[config.mk]
export PLATFORM = sky130hd
export DESIGN_NAME = dsp_mem_capture_ctrl
export DESIGN_NICKNAME = d
export VERILOG_FILES = /design/src/rtl/dsp_mem_capture_ctrl.sv
export SDC_FILE = /design/constraint.sdc
export NUM_CORES = 1
export LEC_CHECK = 0
export BUFFER_PORTS_ARGS = -buffer_cell sky130_fd_sc_hd__buf_2
export CAP_MARGIN = 5
export CELL_PAD_IN_SITES_DETAIL_PLACEMENT = 2
export CELL_PAD_IN_SITES_GLOBAL_PLACEMENT = 2
export CORE_MARGIN = 8
export CORE_UTILIZATION = 31
export CTS_CLUSTER_DIAMETER = 80
export DETAILED_ROUTE_END_ITERATION = 10
export PLACE_DENSITY_LB_ADDON = 0.1
export REMOVE_ABC_BUFFERS = 1
export SYNTH_ARGS = -nofsm -noshare
export SYNTH_HDL_FRONTEND = slang
export SYNTH_SLANG_ARGS = --single-unit
[constraint.sdc]
create_clock -name i_clk_dig_mem -period 12.65 [get_ports i_clk_dig_mem]
set_clock_uncertainty 0.15 [all_clocks]
set_input_delay 2.53 -clock i_clk_dig_mem [delete_from_list [all_inputs] [get_ports i_clk_dig_mem]]
set_output_delay 2.53 -clock i_clk_dig_mem [all_outputs]
set_load 0.02 [all_outputs]
[src/rtl/dsp_mem_capture_ctrl.sv]
// Capture sequencer for the circular sample memory: pre-trigger fill,
// trigger detection and post-trigger fill, one ADC row per memory clock.
module dsp_mem_capture_ctrl #(
    parameter int ADDR_WIDTH  = 10,
    parameter int NUM_SAMPLES = 64,
    parameter int ADC_WIDTH   = 6
) (
    input  logic                                  i_clk_dig_mem,
    input  logic                                  i_reset,
    input  logic [NUM_SAMPLES-1:0][ADC_WIDTH-1:0] i_dat_mem,
    input  logic                                  i_arm,
    input  logic                                  i_abort,
    input  logic [1:0]                            i_trig_mode,
    input  logic                                  i_trig_ext,
    input  logic [ADC_WIDTH-1:0]                  i_trig_thresh,
    input  logic [ADDR_WIDTH-1:0]                 i_pre_depth,
    output logic                                  o_mem_wen,
    output logic [ADDR_WIDTH-1:0]                 o_mem_waddr,
    output logic [ADDR_WIDTH-1:0]                 o_trig_addr,
    output logic [ADDR_WIDTH-1:0]                 o_start_addr,
    output logic                                  o_done,
    output logic [2:0]                            o_state
);

    typedef enum logic [2:0] {
        IDLE  = 3'd0,
        PRE   = 3'd1,
        ARMED = 3'd2,
        POST  = 3'd3,
        DONE  = 3'd4
    } state_t;

    state_t                state;
    logic                  arm_q;
    logic                  arm_edge;
    logic                  thresh_hit;
    logic                  trig_hit;
    logic [ADDR_WIDTH-1:0] pre_cnt;
    logic [ADDR_WIDTH-1:0] post_cnt;
    logic [ADDR_WIDTH-1:0] post_load;

    assign arm_edge  = i_arm & ~arm_q;
    assign post_load = {ADDR_WIDTH{1'b1}} - i_pre_depth;
    assign o_state   = state;

    always_comb begin
        thresh_hit = 1'b0;
        for (int i = 0; i < NUM_SAMPLES; i++) begin
            if (i_dat_mem[i] >= i_trig_thresh) thresh_hit = 1'b1;
        end
    end

    always_comb begin
        trig_hit = 1'b0;
        unique case (i_trig_mode)
            2'd0:    trig_hit = 1'b1;
            2'd1:    trig_hit = thresh_hit;
            2'd2:    trig_hit = i_trig_ext;
            default: trig_hit = 1'b0;
        endcase
    end

    // o_mem_wen/o_mem_waddr describe the row being written in the current cycle
    always_ff @(posedge i_clk_dig_mem) begin
        if (i_reset) begin
            state        <= IDLE;
            arm_q        <= 1'b0;
            pre_cnt      <= '0;
            post_cnt     <= '0;
            o_mem_wen    <= 1'b0;
            o_mem_waddr  <= '0;
            o_trig_addr  <= '0;
            o_start_addr <= '0;
            o_done       <= 1'b0;
        end else begin
            arm_q <= i_arm;
            if (i_abort) begin
                state     <= IDLE;
                o_mem_wen <= 1'b0;
                o_done    <= 1'b0;
            end else if (arm_edge && (state == IDLE || state == DONE)) begin
                state       <= (i_pre_depth == '0) ? ARMED : PRE;
                pre_cnt     <= '0;
                o_mem_wen   <= 1'b1;
                o_mem_waddr <= '0;
                o_done      <= 1'b0;
            end else begin
                unique case (state)
                    PRE: begin
                        o_mem_waddr <= o_mem_waddr + 1'b1;
                        if (pre_cnt + 1'b1 == i_pre_depth) state <= ARMED;
                        else pre_cnt <= pre_cnt + 1'b1;
                    end
                    ARMED: begin
                        if (trig_hit) begin
                            o_trig_addr  <= o_mem_waddr;
                            o_start_addr <= o_mem_waddr - i_pre_depth;
                            post_cnt     <= post_load;
                            if (post_load == '0) begin
                                state     <= DONE;
                                o_mem_wen <= 1'b0;
                                o_done    <= 1'b1;
                            end else begin
                                state       <= POST;
                                o_mem_waddr <= o_mem_waddr + 1'b1;
                            end
                        end else begin
                            o_mem_waddr <= o_mem_waddr + 1'b1;
                        end
                    end
                    POST: begin
                        post_cnt <= post_cnt - 1'b1;
                        if (post_cnt == 1) begin
                            state     <= DONE;
                            o_mem_wen <= 1'b0;
                            o_done    <= 1'b1;
                        end else begin
                            o_mem_waddr <= o_mem_waddr + 1'b1;
                        end
                    end
                    default: o_mem_wen <= 1'b0;
                endcase
            end
        end
    end

endmodule

# After elaboration in Yosys (flattened, before gate mapping)
# Index checks and enable logic that the tools add are counted.
# word_totals
reg_bits	56
elab_cells	210
mem_bits_ro	0
latch_bits	0
out_inout_bits	35
inputBits	407
memories	0
ram_bits	0
# op_classes
n_addsub	5
eq_ne	19
shifts	0
reduce_logical	18
mux	91
n_mul	0
bitwise_logic	4
order_cmp	64
div	0
# ops
op	count
$ge 6x6->1	64
$mux 10	8
$mux 1	71
$pmux 10 s3	1
$reduce_and 4->1	6
$add 10x1->10 const B	2
$logic_not 10->1	2
$pmux 10 s2	1
$mux 3	5
$ne 3x3->1 const B	5
$eq 10x1->1 const B	1
$eq 10x10->1	1
$ne 2x2->1 const B	5
$sub 10x1->10 const B	1
$sub 10x10->10	1
$sub 10x10->10 const A	1
$pmux 3 s3	1
$eq 3x2->1 const B	2
$pmux 1 s3	2
$ne 4x4->1 const B	1
$reduce_bool 2->1	2
$reduce_bool 4->1	1
$eq 3x1->1 const B	1
$eq 3x3->1 const B	1
other kinds (13)	15

# Longest topological paths before layout
# logic_depth
ltp_word	69
ltp_mapped	12
mapped_depth_nobuf	12

# Least setup slack after synthesis
# Ideal clock, no wire load.
# synth_path
path_kind	input to register
startpoint	in i_trig_thresh[5]
endpoint	reg post_cnt[1]
setup_time_ps	128
path_slack_ps	6075
stages	12
arrival_time_ps	6297
path_buffers	1
path_cell_list	inv_1 -> ha_1 -> a211oi_1 -> nand4_1 -> or4_1 -> or4_1 -> nor3_2 -> nand3_1 -> o21ai_4 -> buf_6 -> mux2i_1 -> nor2_1
# synth_between
elab_chain_len	68
# synth_lines
element	line	rtl
from (decl)	15	input logic [ADC_WIDTH-1:0] i_trig_thresh,
$ge 6x6->1	49	if (i_dat_mem[i] >= i_trig_thresh) thresh_hit = 1'b1;
$mux 1 (63 in series)	49	
$mux 1 *	49	
$pmux 1 s3 *	55	unique case (i_trig_mode)
$ne 2x2->1 (no source line) *	-	
$reduce_and 4->1 (no source line) *	-	
to (signal assigned)	98	post_cnt <= post_load;
to (signal assigned)	112	post_cnt <= post_cnt - 1'b1;
to (decl)	39	logic [ADDR_WIDTH-1:0] post_cnt;
# Every way passes the cells marked *; elsewhere a longest branch is shown, timed or not.
# A chain may end at the register's enable or synchronous reset.

# Final worst setup path
# layout_path
startpoint	in i_trig_thresh[5]
endpoint	reg o_start_addr[8]
# layout_between
elab_chain_len	67
# layout_lines
element	line	rtl
$ge 6x6->1	49	
$mux 1 (63 in series)	49	
$mux 1 *	49	
$pmux 1 s3 *	55	
$reduce_and 4->1 (no source line) *	-	
to (signal assigned)	97	o_start_addr <= o_mem_waddr - i_pre_depth;
to (decl)	20	output logic [ADDR_WIDTH-1:0] o_start_addr,
# Marked as above.

==> results.py <==
metrics = {
    "run_status": {
        "outcome": "complete, no violations",
    },
    "drt": {
        "drc": 0,
        "drtIter0Drc": 492,
        "drt_pass1_iterations": 4,
        "postRouteWirelength_um": 59700,
        "num_vias": 13100,
        "viasPerCell": 5.62,
        "wl_per_cell_um": 25.7,
        "antenna_left": 0,
    },
    "logic_synthesis": {
        "yosys_warnings": 0,
        "yosys.area.top_type": "ha_1",
        "syn_area_per_cell_um2": 8.25,
        "synthCells": 1389,
        "yosysMostFrequentCell": "ha_1",
        "synth_edf_count": 0,
        "synthTopCellsByArea": "ha_1 43%, dfxtp_1 9.8%, nand4_1 4.4%",
        "synth-async-reset-ratio_pct": 0,
        "ys_ff_latch": 56,
        "synth.distinct_cells": 68,
        "synthFlopType": "dfxtp_1",
        "synth_common_cells": "397 x ha_1, 101 x inv_1, 100 x nand3_1",
        "netlist_area_mm2": 0.0115,
        "ys_seq_area_share_pct": 9.78,
        "synth_top_area_share_pct": 43.3,
    },
    "timing": {
        "finalSetupViolCount": 0,
        "worst_slew_pin_slew_ns": 1.06,
        "finalCritPeriodShare_pct": 52.2,
        "tns_ns": 0,
        "drv_slew": 0,
        "fin_crit_ns": 6.60,
        "hold_viol": 0,
        "max_clock_freq_mhz": 151,
        "slew_headroom_pct": 28.5,
        "rsz0062_at_grt": "false",
    },
    "power": {
        "ir_worst_vdd_v": 0.0000499,
        "combinationalPowerShare_pct": 56.9,
        "power_leakage_nw": 7.71,
        "p_sw_mw": 0.329,
        "p_seq_share_pct": 23.9,
        "clkPwrFrac_pct": 19.2,
        "internal_power_mw": 0.442,
        "powerDensity_mw_per_mm2": 53.3,
        "p_sw_share_pct": 42.7,
    },
    "run": {
        "drv_cap": 0,
    },
    "cts": {
        "cts_htree_levels": 2,
        "cts_hold_buffers": 0,
        "cts_buffers": 5,
        "clock_sinks": 56,
        "cts_root_buf": "clkbuf_16",
        "cts_setup_buffers": 0,
        "clkTransAtPathRegs_ns": 0.07,
        "cts_buffer_depth": 2,
        "cts_resized": 0,
        "tritoncts": "done",
        "clk_latency_ns": 0.30,
    },
    "critical_path": {
        "cp_cell_sequence": "buf_2, inv_2, buf_4, ha_1, nor4_1, nand4_1, nor4_1, nand4_1, nor4_1, nand3_1, o21ai_2, buf_4, mux2i_1, nor2_1",
        "worstPathArrival_ns": 6.62,
        "path_buf_inv": 4,
        "crit_path_end_kind": "flop",
        "startpoint_type": "input pin",
        "crit_type": "in2reg",
        "cp.required_ns": 12.67,
        "worst-path-stages": 14,
        "cp_slowest_cell": "nor4_1",
        "crit_top_cell": "nor4_1",
        "reg2reg_depth": 10,
        "cpLargestDelayFamily": "simple AND/OR/NAND/NOR gates",
        "max_stage_delay_ns": 0.91,
        "worstPathMaxFanout": 64,
    },
    "placement": {
        "port_buffers": 441,
        "gp_congestion": 0.890,
        "dpl.hpwl_um": 51700,
    },
    "grt": {
        "antenna_found_initial": 35,
        "grt_use_total_pct": 26.3,
        "grt_max_degree": 65,
        "grt_pass1_wl_um": 88400,
        "grt_pass1_vias": 14600,
        "globalRouteOverflowTotal": 0,
    },
    "floorplanning": {
        "die_x_um": 208,
        "core-area_mm2": 0.0365,
        "initial_core_util_pct": 31.4,
        "die_h_um": 208,
        "rows": 70,
        "pin_count": 442,
        "dieArea_mm2": 0.0434,
    },
    "layout": {
        "drive_above_1_share_pct": 26.2,
        "ff_latch_area_mm2": 0.00112,
        "area_growth_pct": 26.3,
        "num-nets-final": 2639,
        "postLayoutCoreUtil_pct": 39.6,
        "fillers": 4370,
        "multiInputGateArea_mm2": 0.00990,
    },
    "min_path": {
        "hold_class": "reg2reg",
        "hold_depth": 2,
    },
}
-- power by group through the flow --
| stage | clock network (mW) | logic (mW) | registers (mW) |
|---|---|---|---|
| final | 0.148 | 0.439 | 0.184 |
| after global routing | 0.159 | 0.490 | 0.185 |
| after CTS | 0.154 | 0.440 | 0.184 |
| after detailed placement | 0 | 0.437 | 0.188 |
| after global placement | 0 | 0.417 | 0.188 |
| after floorplan | 0 | 0.229 | 0.189 |
-- cells in the final DEF, fill, tap and decap left out, types with 12 or more instances in the layout --
master / netlist / layout
nand2b_1: 41 / 41
inv_1: 101 / 96
nor3_1: 14 / 14
nand3_1: 100 / 100
nor4_1: 27 / 27
a21o_1: 29 / 29
o22ai_1: 12 / 12
nand4_1: 81 / 81
dfxtp_1: 56 / 56
xnor2_1: 15 / 15
a21oi_1: 87 / 87
o21ai_0: 49 / 49
a31oi_1: 27 / 27
diode_2: 0 / 23
mux2i_1: 24 / 24
nor2b_1: 38 / 38
a22oi_1: 20 / 20
nor2_1: 56 / 56
ha_1: 397 / 397
nand2_1: 83 / 83
buf_2: 0 / 440
-- through the flow --
step | setup WS [ns] | cells | hold slack [ns] | instance area (µm²) | power (mW)
2_1_floorplan | 5.60 | 1376 | 0.298 | 11400 | 0.418
3_5_place_dp | 5.78 | 2295 | 0.316 | 14300 | 0.625
5_1_grt | 5.88 | 2325 | 0.344 | 14500 | 0.834
6_report | 6.05 | 2326 | 0.320 | 14500 | 0.771
3_3_place_gp | 5.91 | 2295 | 0.300 | 14300 | 0.605
4_1_cts | 6.06 | 2303 | 0.327 | 14400 | 0.778
-- worst paths after layout --
| path | from | endpoint | slack, ns |
|---|---|---|---|
| setup / recovery | i_trig_thresh[5] | o_start_addr[8] | 6.05 |
| hold / removal | o_start_addr[0] | o_start_addr[0] | 0.32 |
| setup reg to reg | pre_cnt[0] | pre_cnt[7] | 9.34 |
| hold reg to reg | o_start_addr[0] | o_start_addr[0] | 0.32 |
-- layer usage --
layer / global-route usage (%) / part of all wire, % / routed length, µm
met2: 46.1 / 48 / 28900
met5: 0 / 0.25 / 151
met1: 31.9 / 43 / 25800
met4: 8.42 / 3.1 / 1840
met3: 5.14 / 5.2 / 3110
-- area by class of cell --
class	instances	area share (%)
Inverter	101	2.63
Tap cell	468	4.04
Clock buffer	8	1.01
Antenna cell	23	0.398
Timing Repair Buffer	451	15.8
Sequential cell	56	7.74
Multi-Input combinational cell	1219	68.4
-- logic make-up (layout without fill, tap and decap cells) --
group	Yosys count	count (layout)	share of synthesized area [%]
AO/OA/AOI/OAI	288	288	16.0
XOR/XNOR	22	22	1.68
adder cells (fa/ha/maj)	398	398	43.5
buffers and inverters	114	560	3.86
flip-flops	56	56	9.78
multiplexers	24	24	2.10
other	0	23	0
AND/OR/NAND/NOR	487	487	23.0
-- registers in the layout, indices dropped and copies added (netlist names) --
name,flops
o_start_addr,10
o_mem_waddr,10
post_cnt,10
o_done,1
pre_cnt,10
o_mem_wen,1
arm_q,1
o_state,3
o_trig_addr,10
-- tightest hold or removal path, cell delays in order (launching register included) --
cell and delay (ns):
dfxtp_1 0.31, nand2_1 0.06, a21oi_1 0.05
(Power assumes the default switching activity.)
